--- src/rtl/memory_cycle.sv ---
// rtl/memory_cycle.sv - RV32I memory stage: req/ack data-memory access, stall, M/W register
//
// Ports:
//   clk_i, rst_i               clock, asynchronous active-high reset
//   memory_signals             E/M control bundle (memory_info)
//   Result_M, rs2_data_M       effective address / ALU result, store data
//   dmem_req_o .. dmem_wdata_o data-memory request side
//   dmem_ack_i, dmem_rdata_i   data-memory completion side
//   stall_mem_o                holds IF..E/M while an access is outstanding
//   bus_err_o, misalign_o      one-cycle registered event pulses
//   rd_wren_W, rd_addr_W, rd_data_W   M/W pipeline register
// Optional feature macro: MISALIGN_TRAP_EN (trap misaligned half/word accesses).

package memory_cycle_pkg;
    typedef struct packed {
        logic       rd_wren;
        logic [4:0] rd_addr;
        logic       mem_wren;
        logic       mem_load;
        logic [1:0] mem_size;
        logic       mem_unsign;
    } memory_info;
endpackage

module memory_cycle
    import memory_cycle_pkg::*;
#(
    parameter int TIMEOUT_CYCLES = 16
) (
    input  logic        clk_i,
    input  logic        rst_i,
    input  memory_info  memory_signals,
    input  logic [31:0] Result_M,
    input  logic [31:0] rs2_data_M,
    output logic        dmem_req_o,
    output logic        dmem_we_o,
    output logic [31:0] dmem_addr_o,
    output logic [3:0]  dmem_be_o,
    output logic [31:0] dmem_wdata_o,
    input  logic        dmem_ack_i,
    input  logic [31:0] dmem_rdata_i,
    output logic        stall_mem_o,
    output logic        bus_err_o,
    output logic        misalign_o,
    output logic        rd_wren_W,
    output logic [4:0]  rd_addr_W,
    output logic [31:0] rd_data_W
);

    localparam int CW = $clog2(TIMEOUT_CYCLES + 1);

    typedef enum logic {S_IDLE, S_WAIT} state_t;

    state_t      state_q, state_d;
    logic [CW-1:0] cnt_q, cnt_d;
    logic        bus_err_q, bus_err_d;
    logic        misalign_q, misalign_d;
    logic        rd_wren_q, rd_wren_d;
    logic [4:0]  rd_addr_q, rd_addr_d;
    logic [31:0] rd_data_q, rd_data_d;

    logic        mem_op, misaligned, access, abort, stall;
    logic [1:0]  a;
    logic [3:0]  be;
    logic [31:0] wdata, load_ext;
    logic [7:0]  ld_byte;
    logic [15:0] ld_half;

    assign a      = Result_M[1:0];
    assign mem_op = memory_signals.mem_load | memory_signals.mem_wren;

`ifdef MISALIGN_TRAP_EN
    assign misaligned = mem_op &
                        (((memory_signals.mem_size == 2'b01) & a[0]) |
                         (memory_signals.mem_size[1] & (a != 2'b00)));
`else
    assign misaligned = 1'b0;
`endif

    assign access = mem_op & ~misaligned;
    // Ack on the final cycle wins over the timeout.
    assign abort  = access & (state_q == S_WAIT) & ~dmem_ack_i &
                    (cnt_q == CW'(TIMEOUT_CYCLES - 1));
    assign stall  = access & ~dmem_ack_i & ~abort;

    always_comb begin
        be       = 4'b1111;
        wdata    = rs2_data_M;
        ld_byte  = 8'h00;
        ld_half  = 16'h0000;
        load_ext = dmem_rdata_i;
        case (memory_signals.mem_size)
            2'b00: begin
                be    = 4'b0001 << a;
                wdata = {4{rs2_data_M[7:0]}};
            end
            2'b01: begin
                be    = 4'b0011 << {a[1], 1'b0};
                wdata = {2{rs2_data_M[15:0]}};
            end
            default: ;
        endcase
        case (a)
            2'b00:   ld_byte = dmem_rdata_i[7:0];
            2'b01:   ld_byte = dmem_rdata_i[15:8];
            2'b10:   ld_byte = dmem_rdata_i[23:16];
            default: ld_byte = dmem_rdata_i[31:24];
        endcase
        ld_half = a[1] ? dmem_rdata_i[31:16] : dmem_rdata_i[15:0];
        if (memory_signals.mem_size == 2'b00) begin
            load_ext = memory_signals.mem_unsign ? {24'h0, ld_byte}
                                                 : {{24{ld_byte[7]}}, ld_byte};
        end else if (memory_signals.mem_size == 2'b01) begin
            load_ext = memory_signals.mem_unsign ? {16'h0, ld_half}
                                                 : {{16{ld_half[15]}}, ld_half};
        end
    end

    // Bus outputs are gated by reset so a reset mid-access drops the request at once.
    always_comb begin
        dmem_req_o   = access & ~rst_i;
        dmem_we_o    = dmem_req_o & memory_signals.mem_wren;
        dmem_addr_o  = dmem_req_o ? {Result_M[31:2], 2'b00} : 32'h0;
        dmem_be_o    = dmem_req_o ? be : 4'b0000;
        dmem_wdata_o = dmem_we_o ? wdata : 32'h0;
        stall_mem_o  = stall & ~rst_i;
    end

    always_comb begin
        state_d = state_q;
        cnt_d   = cnt_q;
        case (state_q)
            S_IDLE: begin
                cnt_d = '0;
                if (access && !dmem_ack_i) begin
                    state_d = S_WAIT;
                    // The IDLE request cycle counts as the first waited cycle.
                    cnt_d   = CW'(1);
                end
            end
            default: begin
                if (!access || dmem_ack_i || abort) begin
                    state_d = S_IDLE;
                    cnt_d   = '0;
                end else begin
                    cnt_d = cnt_q + CW'(1);
                end
            end
        endcase
    end

    always_comb begin
        bus_err_d  = abort;
        misalign_d = misaligned;
        rd_wren_d  = 1'b0;
        rd_addr_d  = 5'd0;
        rd_data_d  = 32'h0;
        if (!stall && !abort && !misaligned) begin
            rd_wren_d = memory_signals.rd_wren & ~memory_signals.mem_wren;
            rd_addr_d = memory_signals.rd_addr;
            rd_data_d = (access && memory_signals.mem_load && !memory_signals.mem_wren)
                        ? load_ext : Result_M;
        end
    end

    always_ff @(posedge clk_i or posedge rst_i) begin
        if (rst_i) begin
            state_q    <= S_IDLE;
            cnt_q      <= '0;
            bus_err_q  <= 1'b0;
            misalign_q <= 1'b0;
            rd_wren_q  <= 1'b0;
            rd_addr_q  <= 5'd0;
            rd_data_q  <= 32'h0;
        end else begin
            state_q    <= state_d;
            cnt_q      <= cnt_d;
            bus_err_q  <= bus_err_d;
            misalign_q <= misalign_d;
            rd_wren_q  <= rd_wren_d;
            rd_addr_q  <= rd_addr_d;
            rd_data_q  <= rd_data_d;
        end
    end

    assign bus_err_o  = bus_err_q;
    assign misalign_o = misalign_q;
    assign rd_wren_W  = rd_wren_q;
    assign rd_addr_W  = rd_addr_q;
    assign rd_data_W  = rd_data_q;

endmodule

--- config.mk ---
export PLATFORM = sky130hd
export DESIGN_NAME = memory_cycle
export DESIGN_NICKNAME = d
export VERILOG_FILES = /design/src/rtl/memory_cycle.sv
export SDC_FILE = /design/constraint.sdc
export NUM_CORES = 1
export LEC_CHECK = 0
export ABC_AREA = 1
export CAP_MARGIN = 20
export CORE_UTILIZATION = 39
export CTS_CLUSTER_SIZE = 30
export DETAILED_ROUTE_END_ITERATION = 6
export PLACE_DENSITY = 0.88
export SETUP_SLACK_MARGIN = 0.05
export SLEW_MARGIN = 20
export SYNTH_ARGS = -nofsm -noshare
export SYNTH_HDL_FRONTEND = slang
export SYNTH_SLANG_ARGS = --single-unit
--- constraint.sdc ---
create_clock -name clk_i -period 2.35 [get_ports clk_i]
set_input_delay 0.47 -clock clk_i [delete_from_list [all_inputs] [get_ports clk_i]]
set_output_delay 0.47 -clock clk_i [all_outputs]
set_load 0.005 [all_outputs]
==> key figures, run 1 <==
Power and ir drop
  – P_int: 1.55 mW
  – Power Dens Cells: between 300 and 400 nW/um^2
  – Worst vdd ir: between 200 and 250 uV
  – Combinational Power Share: 0.404
  – Pleak: approximately 3 nW
  – Sw Ratio: 0.312
  – Part of the power in the clock network: 0.219
  – Sw Pwr: between 0.7 and 0.8 mW
  – Sequential share of power: 0.377

Die
  – Total die area: 8560 um^2
  – I/O pins: 221
  – Initial cell density of the core: 0.409
  – Die Wd: approximately 90 um
  – Core ar.: a little under 8000 um^2
  – Die extent in y: 92.5 um
  – Rows: 32

Setup path
  – Kind of critical path: in2out
  – CP Data Arrival Time: 1.81 ns
  – Setup crit start: memory_signals[3]
  – RR Startpoint: cnt_q[0]
  – WP data required: 1.88 ns
  – R2R cell count: 9
  – CP Capture Type: output port
  – Crit path max fanout: 7
  – Worst setup SP type: primary input

Final layout
  – # fillers: 606
  – Area occupied by registers: around 1100 um^2
  – Share of cells above drive strength 1: 0.131
  – Post-Layout Cell Count: 840
  – Layout Nets: about 850
  – P&R area growth vs syn: 84.8%
  – Area occupied by multi-input gates: between 1500 and 2000 um^2
  – Diodes inserted: 0

Clock network
  – H-Tree Level Count: 2
  – Root Buffer: clkbuf_8
  – Cts hold-fix bufs: 0
  – CTS clock-pin slew for the worst setup and hold paths: about 0.09 ns
  – Clock Latency Late Sink: 0.30 ns
  – CTS tree: done
  – Clock buffer depth: 2
  – CTS Sinks: 45
  – Number of CTS-inserted buffers: 5

Status
  – Status: finished, final reports clean

Placement
  – IO buf count: 217
  – Placed Instances: slightly above 800
  – GPL Wtd Cong: 0.920
  – DPL Wire Length: 10100 um

Yosys
  – Seq/Total Area, Yosys: 0.353
  – YS warnings: 0
  – Post-synth cell types: 34
  – Mean Syn Cell Area: 6.56 um^2
  – Yosys reg bits: 45
  – Post-Syn Area: between 3000 and 4000 um^2
  – Post-Syn Instances: 487

Detailed routing
  – Avg Vias per Cell: a little over 5
  – Final ANT Viol Nets: 0
  – Iteration-0 DRC Markers: around 210
  – Vias: ~4400
  – Per-cell routed wire length: roughly 16 um
  – DRC: 0
  – Pre-antenna DRT Iters: 5
  – DRT Wirelength: between 10000 and 15000 um

STA
  – Setup TNS: 0 ns
  – Finish-stage setup viols: 0
  – Tmin final: roughly 2.3 ns
  – Clock Skew: ~0.00033 ns
  – RSZ-0062 raised after global routing: yes
  – Hold Vio Cnt, Final: 0
  – Final Max Slew Viols: 0
  – Fmax: between 400 and 500 MHz
  – Fin crit share: 0.971

GRT
  – Largest net degree at the start of global routing: 55
  – Vias in the first global route: between 4000 and 5000
  – Initial antenna violation count: 0
  – First-pass GRT wire length: between 20000 and 25000 um
  – Gr usage total: 0.316
  – Grt ovf: 0

Hold path
  – Hold WC Path Type: in2async

Job
  – Number of max-cap violations: 0
critical path, stage by stage:
cell	delay, ns
dlygate4sd2_1	0.25
nor2_1	0.16
nor2_2	0.06
inv_2	0.10
buf_4	0.12
bufbuf_16	0.25
buf_4	0.11
nor2_1	0.03
dlygate4sd2_1	0.26
area by class of cell:
type | count | area share
Clock inverter | 3 | 0.00360
Sequential cell | 45 | 0.191
Inverter | 73 | 0.0470
Multi-Input combinational cell | 339 | 0.281
Clock buffer | 5 | 0.0117
Tap cell | 102 | 0.0216
Timing Repair Buffer | 273 | 0.445
cells in the mapped netlist (all sizes together):
cell type    n  area (um^2)
clkbuf      16         60.1
o21ai       63          315
a221oi       2         17.5
o211ai      20          150
buf         16          106
ha           2         25.0
nand2       68          280
a21oi       43          234
dfrtp       45         1130
or2          1         8.76
and3         1         6.26
xor2         1         8.76
nor3         3         15.0
conb         1         3.75
a31oi        1         6.26
o22ai        8         50.1
xnor2        1         8.76
inv         72          270
nand3        6         40.0
nor2       115          449
clkinv       1         3.75
o22a         1         8.76
through the flow:
stage	worst slack (ns)	utilization	hold WS, ns	cell area [um^2]	power [mW]
floorplan	0.640	-	0.446	3200	1.19
global placement	-0.253	0.725	0.462	5660	1.73
detailed placement	-0.322	0.725	0.462	5660	1.75
CTS	0.0316	0.754	0.481	5890	2.25
global route	-0.000210	0.756	0.502	5900	2.39
finish	0.0682	0.756	0.474	5900	2.25
logic make-up (layout without fill, tap and decap cells):
family,count (synthesis),after routing,synth area share
buffers and inverters,105,354,0.138
AND/OR/NAND/NOR,194,194,0.250
AO/OA/AOI/OAI,138,138,0.245
XOR/XNOR,2,2,0.00548
flip-flops,45,45,0.353
adder cells (fa/ha/maj),2,2,0.00783
other,1,3,0.00117
power by group through the flow:
stage	Clock, mW	Sequential (mW)	Combinational, mW
finish	0.493	0.850	0.909
global route	0.542	0.855	0.989
CTS	0.502	0.850	0.901
detailed placement	0	0.866	0.888
global placement	0	0.862	0.870
floorplan	0	0.871	0.319
final timing paths:
check / endpoint / slack [ns]
max: dmem_addr_o[15] / 0.07
min: rd_data_W[22] / 0.47
max reg2reg: cnt_q[2] / 0.73
min reg2reg: cnt_q[0] / 0.49
max in group asynchronous: rd_data_W[11] / 1.31
min in group clk_i: cnt_q[0] / 0.49
cell usage in the layout (no fill, tap or decap), types with 20 or more instances in the layout:
master	n
dfrtp_1	45
nand2_1	61
nor2_1	110
inv_1	65
a21oi_1	40
buf_4	47
dlygate4sd2_1	54
clkdlybuf4s50_1	147
o211ai_1	20
o21ai_0	55
layer usage:
layer,part of all wire,track usage
met2,0.50,0.581
met1,0.36,0.346
met4,0.038,0.137
met5,0,0
met3,0.096,0.0690
sequential cells by signal (all words and copies together), names as in the netlist:
signal     cells
cnt_q          5
rd_addr_W      5
bus_err_o      1
state_q        1
rd_wren_W      1
rd_data_W     32
repair_timing:
action | in CTS | in global routing
pin swaps | 4 | 1
gates cloned | 2 | 0
buffers inserted | 14 | 2
endpoints found under the setup margin | 67 | 7
resized for setup | 99 | 12
Note: power is estimated with default switching activity, not from simulation.
==> inputs of run 2 (changes only) <==
--- a/config.mk
+++ b/config.mk
@@ -5,7 +5,6 @@
 export SDC_FILE = /design/constraint.sdc
 export NUM_CORES = 1
 export LEC_CHECK = 0
-export ABC_AREA = 1
 export CAP_MARGIN = 20
 export CORE_UTILIZATION = 39
 export CTS_CLUSTER_SIZE = 30
==> key figures, run 2 <==
STA
  – Setup TNS: 0 ns (unchanged)
  – RSZ-0062 raised after global routing: no (was yes)
  – Worst slew margin relative to its limit: 0.554
  – Finish-stage setup viols: 0 (unchanged)
  – Tmin final: 2.23 ns (was 2.28 ns)
  – Clock Skew: 0.00596 ns (was 0.000327 ns)
  – Setup WS post-layout: 0.117 ns (was 0.0682 ns)
  – Final Max Slew Viols: 0 (unchanged)
  – Fmax: 448 MHz (was 438 MHz)
  – Hold Vio Cnt, Final: 0 (unchanged)
  – Fin crit share: 0.950 (was 0.971)
  – Fin Hold WS: 0.430 ns (was 0.474 ns)
  – Worst Tran Pin Value: 0.663 ns

Setup path
  – Kind of critical path: in2out (unchanged)
  – WP data required: 1.88 ns (about the same)
  – CP Cell Sequence: clkdlybuf4s50_1, mux2i_1, nor2_1, a21oi_1, nor2_1, clkdlybuf4s50_1 (was dlygate4sd2_1, nor2_1, nor2_2, inv_2, buf_4, bufbuf_16, buf_4, nor2_1, dlygate4sd2_1)
  – Largest stage delay, worst path: 0.51 ns (was 0.26 ns)
  – Worst setup SP type: primary input (unchanged)
  – Buffers & Inverters on Critical Path: 2 (was 6)
  – CP Capture Type: output port (unchanged)
  – Top delay family on crit path: buffers and inverters (unchanged)
  – Crit path max fanout: 2 (was 7)
  – Crit. path cell count: 6 (was 9)
  – CP max stage cell: clkdlybuf4s50_1 (was dlygate4sd2_1)
  – CP Data Arrival Time: 1.76 ns (was 1.81 ns)
  – R2R cell count: 7 (was 9)

Yosys
  – Post-Syn Area: 3220 um^2 (was 3190 um^2)
  – Synth top area cells: dfrtp_1 35%, and2_1 8.7%, mux2i_1 6.2%, nand2_1 5.0%, nor2_1 4.9% (was dfrtp_1 35%, nor2_1 13%, o21ai_0 9.6%, inv_1 8.1%, nand2_1 7.3%)
  – Post-synth top flop: dfrtp_1 (unchanged)
  – YS warnings: 0 (unchanged)
  – Ys async rst share: 1.00 (unchanged)
  – Post-Syn Instances: 382 (was 487)
  – Seq/Total Area, Yosys: 0.350 (was 0.353)
  – Post-synth top area cell: dfrtp_1 (unchanged)
  – Post-synth EDFFs: 0 (unchanged)
  – Yosys reg bits: 45 (unchanged)
  – Post-synth cell types: 43 (was 34)
  – Top-area cell type share of the netlist area: 0.350 (was 0.353)
  – Mean Syn Cell Area: 8.43 um^2 (was 6.56 um^2)
  – Post-synth top cells: 45 x and2_1, 45 x dfrtp_1, 43 x nand2_1, 42 x nor2_1, 26 x a21oi_1 (was 112 x nor2_1, 69 x inv_1, 62 x nand2_1, 61 x o21ai_0, 45 x dfrtp_1)

Clock network
  – H-Tree Level Count: 2 (unchanged)
  – CTS clock-pin slew for the worst setup and hold paths: 0.08 ns (was 0.09 ns)
  – Cts hold-fix bufs: 0 (unchanged)
  – Number of CTS-inserted buffers: 5 (unchanged)
  – CTS Sinks: 45 (unchanged)
  – Root Buffer: clkbuf_8 (unchanged)
  – Clock Latency Late Sink: 0.30 ns (about the same)
  – CTS tree: done (unchanged)
  – Clock buffer depth: 2 (unchanged)

Die
  – Core ar.: 7850 um^2 (was 7810 um^2)
  – I/O pins: 221 (unchanged)
  – Die Wd: 92.9 um (was 92.5 um)
  – Die extent in y: 92.9 um (was 92.5 um)
  – Total die area: 8630 um^2 (was 8560 um^2)
  – Initial cell density of the core: 0.411 (was 0.409)
  – Rows: 32 (unchanged)

Job
  – Number of max-cap violations: 0 (unchanged)

Final layout
  – Commonest non-fill, non-tap cell in the layout: clkdlybuf4s50_1 (unchanged)
  – Final Core Density: 0.757 (was 0.756)
  – Area occupied by multi-input gates: 1930 um^2 (was 1660 um^2)
  – Share of cells above drive strength 1: 0.148 (was 0.131)
  – Layout Nets: 732 (was 849)
  – Final Instance Area: 5940 um^2 (was 5900 um^2)
  – Max reg flops: 32 (unchanged)
  – Area occupied by registers: 1130 um^2 (unchanged)
  – Diodes inserted: 0 (unchanged)
  – P&R area growth vs syn: 84.5% (was 84.8%)
  – Most frequent cells in the layout: 182 x clkdlybuf4s50_1, 45 x and2_1, 45 x dfrtp_1 (was 147 x clkdlybuf4s50_1, 110 x nor2_1, 65 x inv_1)
  – # fillers: 508 (was 606)

Placement
  – GPL Wtd Cong: 0.834 (was 0.920)
  – DPL Wire Length: 9920 um (was 10100 um)
  – IO buf count: 217 (unchanged)
  – Dpl ws: -0.365 ns (was -0.322 ns)
  – DP Area: 5710 um^2 (was 5660 um^2)

Power and ir drop
  – Power Dens Cells: 389 nW/um^2 (was 381 nW/um^2)
  – Combinational Power Share: 0.388 (was 0.404)
  – Pleak: 2.72 nW (was 3.02 nW)
  – Worst vdd ir: 280 uV (was 236 uV)
  – Sw Ratio: 0.279 (was 0.312)
  – Sequential share of power: 0.367 (was 0.377)
  – Sw Pwr: 0.645 mW (was 0.702 mW)
  – P_int: 1.67 mW (was 1.55 mW)
  – Part of the power in the clock network: 0.245 (was 0.219)

Detailed routing
  – DRC: 0 (unchanged)
  – Pre-antenna DRT Iters: 4 (was 5)
  – Per-cell routed wire length: 18.5 um (was 15.8 um)
  – Final ANT Viol Nets: 0 (unchanged)
  – Iteration-0 DRC Markers: 192 (was 212)
  – DRT Wirelength: 13400 um (was 13300 um)
  – Vias: 3899 (was 4367)
  – Avg Vias per Cell: 5.40 (was 5.20)

Status
  – Status: finished, final reports clean (unchanged)

GRT
  – Initial antenna violation count: 0 (unchanged)
  – First-pass GRT wire length: 20500 um (was 21100 um)
  – Gr usage total: 0.313 (was 0.316)
  – Largest net degree at the start of global routing: 46 (was 55)
  – Grt ovf: 0 (unchanged)
  – Vias in the first global route: 4101 (was 4389)

Hold path
  – Hold WC Path Type: in2async (unchanged)
-- run 2: power groups by stage --
stage	combinational [mW]	sequential [mW]	clock (mW)
2_1_floorplan	0.308	0.867	0
3_3_place_gp	0.847	0.861	0
6_report	0.897	0.848	0.566
4_1_cts	0.892	0.847	0.567
5_1_grt	0.958	0.852	0.597
3_5_place_dp	0.868	0.863	0
-- run 2: cells by family (layout without fill, tap and decap cells) --
group                      count (synthesis)  after routing  synth area share
muxes                                     26             26             0.104
and+or+nand+nor                          166            166             0.266
buffers and inverters                     47            283            0.0680
AOI/OAI and AO/OA                         93             93             0.198
other                                      1              3           0.00116
xor gates and xnor gates                   2              2           0.00544
adders and majority gates                  2              2           0.00777
DFF                                       45             45             0.350
-- run 2: area by class of cell --
cell class                      instances  area share
Inverter                               15      0.0107
Timing Repair Buffer                  260       0.434
Tap cell                              102      0.0215
Multi-Input combinational cell        292       0.325
Clock inverter                          2     0.00589
Sequential cell                        45       0.189
Clock buffer                            5      0.0116
Timing Repair inverter                  1     0.00126
-- run 2: worst paths after layout --
kind / start / to / slack (ns)
min: rst_i / rd_data_W[29] / 0.43
max in group asynchronous: rst_i / rd_data_W[9] / 1.54
max reg2reg: cnt_q[0] / cnt_q[0] / 0.85
max: rs2_data_M[13] / dmem_wdata_o[29] / 0.12
min reg2reg: state_q / cnt_q[0] / 0.53
min in group clk_i: state_q / cnt_q[0] / 0.53
-- run 2: per-stage QoR --
| step | power [mW] | cells |
|---|---|---|
| 5_1_grt | 2.41 | 722 |
| 6_report | 2.31 | 722 |
| 3_3_place_gp | 1.71 | 708 |
| 2_1_floorplan | 1.18 | 384 |
| 3_5_place_dp | 1.73 | 708 |
| 4_1_cts | 2.31 | 721 |
-- run 2: worst register-to-register path: cells and delay by family (launching register included) --
family	cells	cell delay, ns
and+or+nand+nor	3	0.36
adders and majority gates	2	0.39
buffers and inverters	1	0.16
AOI/OAI and AO/OA	1	0.13
DFF	1	0.40
-- run 2: routing by layer --
layer	global-route usage	vias up	wire (um)
li1	-	1768	-
met3	0.0690	47	1290
met5	0	-	0
met2	0.591	252	7000
met1	0.310	1832	4450
met4	0.179	0	648
-- run 2: timing repair --
action,in CTS,in global routing
pin swaps,2,5
cloned,2,0
setup endpoints to repair,69,49
setup buffers,4,1
gates resized for setup,43,21
hold endpoints to repair,0,0
==> inputs of run 3 (changes only) <==
--- a/config.mk
+++ b/config.mk
@@ -10,7 +10,7 @@
 export CTS_CLUSTER_SIZE = 30
 export DETAILED_ROUTE_END_ITERATION = 6
 export PLACE_DENSITY = 0.88
-export SETUP_SLACK_MARGIN = 0.05
+export SETUP_SLACK_MARGIN = 0.15
 export SLEW_MARGIN = 20
 export SYNTH_ARGS = -nofsm -noshare
 export SYNTH_HDL_FRONTEND = slang
==> constraint.sdc (replaced) <==
create_clock -name clk_i -period 2.6 [get_ports clk_i]
set_input_delay 0.52 -clock clk_i [delete_from_list [all_inputs] [get_ports clk_i]]
set_output_delay 0.52 -clock clk_i [all_outputs]
set_load 0.005 [all_outputs]
==> key figures, run 3 (synthesis gave the netlist of run 2 again) <==
Status
  – Status: finished, final reports clean (unchanged)

Setup path
  – R2R cell count: 7 (unchanged)
  – CP Cell Sequence: ha_1, and3_1, ha_1, nand2_1, nand2_1, nor2_1, dlygate4sd2_1 (was clkdlybuf4s50_1, mux2i_1, nor2_1, a21oi_1, nor2_1, clkdlybuf4s50_1)
  – WP data required: 2.08 ns (was 1.88 ns)
  – Critical Path Sink: stall_mem_o (was dmem_wdata_o[29])
  – CP Data Arrival Time: 1.85 ns (was 1.76 ns)
  – Worst r2r dst: cnt_q[0] (unchanged)
  – Buffers & Inverters on Critical Path: 1 (was 2)
  – Kind of critical path: reg2out (was in2out)
  – Worst setup SP type: register (was primary input)
  – Setup crit start: cnt_q[0] (was rs2_data_M[13])
  – RR Startpoint: cnt_q[0] (unchanged)
  – Crit path max fanout: 2 (unchanged)
  – Top delay family on crit path: simple AND/OR/NAND/NOR gates (was buffers and inverters)
  – Crit. path cell count: 7 (was 6)
  – Worst R2R Setup Slack: 1.07 ns (was 0.85 ns)
  – CP Capture Type: output port (unchanged)
  – CP max stage cell: dfrtp_1 (was clkdlybuf4s50_1)
  – Largest stage delay, worst path: 0.42 ns (was 0.51 ns)

STA
  – Worst Tran Pin Value: 0.599 ns (was 0.663 ns)
  – Fmax: roughly 420 MHz
  – RSZ-0062 raised after global routing: no (unchanged)
  – Fin Hold WS: 0.448 ns (was 0.430 ns)
  – Final Max Slew Viols: 0 (unchanged)
  – Worst slew margin relative to its limit: 0.601 (was 0.554)
  – Fin crit share: 0.913
  – Hold Vio Cnt, Final: 0 (unchanged)
  – Setup WS post-layout: 0.227 ns (was 0.117 ns)
  – Setup TNS: 0 ns (unchanged)
  – Tmin final: 2.37 ns
  – Clock Skew: 0.0114 ns (was 0.00596 ns)
  – Finish-stage setup viols: 0 (unchanged)

Final layout
  – Area occupied by registers: 1130 um^2 (unchanged)
  – # fillers: 546 (was 508)
  – Area occupied by multi-input gates: 1920 um^2 (was 1930 um^2)
  – P&R area growth vs syn: 82.4% (was 84.5%)
  – Diodes inserted: 0 (unchanged)
  – Share of cells above drive strength 1: 0.122 (was 0.148)
  – Max reg flops: 32 (unchanged)
  – Final Instance Area: 5880 um^2 (was 5940 um^2)
  – Most frequent cells in the layout: 192 x clkdlybuf4s50_1, 45 x and2_1, 45 x dfrtp_1 (was 182 x clkdlybuf4s50_1, 45 x and2_1, 45 x dfrtp_1)
  – Commonest non-fill, non-tap cell in the layout: clkdlybuf4s50_1 (unchanged)
  – Layout Nets: 720 (was 732)

Clock network
  – Number of CTS-inserted buffers: 5 (unchanged)
  – CTS clock-pin slew for the worst setup and hold paths: 0.09 ns (was 0.08 ns)
  – H-Tree Level Count: 2 (unchanged)
  – Clock Latency Late Sink: 0.31 ns (was 0.30 ns)
  – Root Buffer: clkbuf_8 (unchanged)
  – CTS tree: done (unchanged)
  – Clock buffer depth: 2 (unchanged)
  – Cts hold-fix bufs: 0 (unchanged)
  – CTS Sinks: 45 (unchanged)

Detailed routing
  – Per-cell routed wire length: 19.1 um (was 18.5 um)
  – Vias: 3918 (was 3899)
  – DRT Wirelength: 13600 um (was 13400 um)
  – Pre-antenna DRT Iters: 6 (was 4)
  – Avg Vias per Cell: 5.52 (was 5.40)
  – DRC: 0 (unchanged)
  – Iteration-0 DRC Markers: 293 (was 192)
  – Final ANT Viol Nets: 0 (unchanged)

Die
  – Rows: 32 (unchanged)
  – Initial cell density of the core: 0.411 (unchanged)
  – Die extent in y: 92.9 um (unchanged)
  – Core ar.: 7850 um^2 (unchanged)
  – Total die area: 8630 um^2 (unchanged)
  – Die Wd: 92.9 um (unchanged)
  – I/O pins: 221 (unchanged)

GRT
  – Vias in the first global route: 4056 (was 4101)
  – Largest net degree at the start of global routing: 46 (unchanged)
  – Initial antenna violation count: 0 (unchanged)
  – First-pass GRT wire length: 21200 um (was 20500 um)
  – Gr usage total: 0.319 (was 0.313)
  – Grt ovf: 0 (unchanged)

Power and ir drop
  – Pwr Total: 2.11 mW (was 2.31 mW)
  – Pleak: 2.66 nW (was 2.72 nW)
  – Power Dens Cells: 359 nW/um^2 (was 389 nW/um^2)
  – Worst vdd ir: 234 uV (was 280 uV)

Placement
  – GPL Wtd Cong: 0.851 (was 0.834)
  – Dpl ws: -0.301 ns (was -0.365 ns)
  – IO buf count: 217 (unchanged)
  – DPL Wire Length: 9840 um (was 9920 um)
  – DP Area: 5600 um^2 (was 5710 um^2)

Job
  – Number of max-cap violations: 0 (unchanged)

Hold path
  – Hold WC Path Type: in2async (unchanged)
run 3: worst register-to-register path, delay by kind of cell (launching register included):
family,cells,cell delay [ns]
adders and majority gates,2,0.43
buffers and inverters,1,0.15
and+or+nand+nor,3,0.37
DFF,1,0.42
AOI/OAI and AO/OA,1,0.10
run 3: cell type report:
cell class / count / share of cell area
well taps: 102 / 0.0217
multi-input cells: 292 / 0.327
repair buffers: 249 / 0.432
flip-flops and latches: 45 / 0.192
clock buffers: 5 / 0.0117
inverters: 15 / 0.0102
clock inverters: 2 / 0.00596
run 3: report_power, final:
| group | switching (mW) | leakage [nW] | internal (mW) | total, mW |
|---|---|---|---|---|
| registers | 0.0185 | 0.576 | 0.749 | 0.767 |
| logic | 0.332 | 2.03 | 0.478 | 0.811 |
| clock network | 0.251 | 0.0540 | 0.280 | 0.531 |
| total | 0.602 | 2.66 | 1.51 | 2.11 |
run 3: how the worst min path moves through the flow:
stage                               to  cells past startpoint     from
final                     rd_addr_W[4]                      3    rst_i
after detailed placement      cnt_q[0]                      1  state_q
after global routing         rd_wren_W                      3    rst_i
after floorplan               cnt_q[0]                      1  state_q
after global placement        cnt_q[0]                      1  state_q
after CTS                     cnt_q[0]                      1  state_q
run 3: through the flow:
step	utilization	std cells
floorplan	-	384
global placement	0.714	694
detailed placement	0.714	694
CTS	0.746	710
global route	0.749	710
finish	0.749	710
run 3: what timing repair did:
item,in CTS,in global routing
setup endpoints to repair,69,52
pin swaps,1,2
setup buffers,7,0
gates cloned,2,0
resized for setup,24,20
run 3: metal layers:
metal,track usage,vias to the layer above,part of all wire
li1,-,1745,-
met2,0.601,280,0.52
met5,0,-,0
met4,0.132,0,0.042
met3,0.0673,45,0.096
met1,0.340,1848,0.34
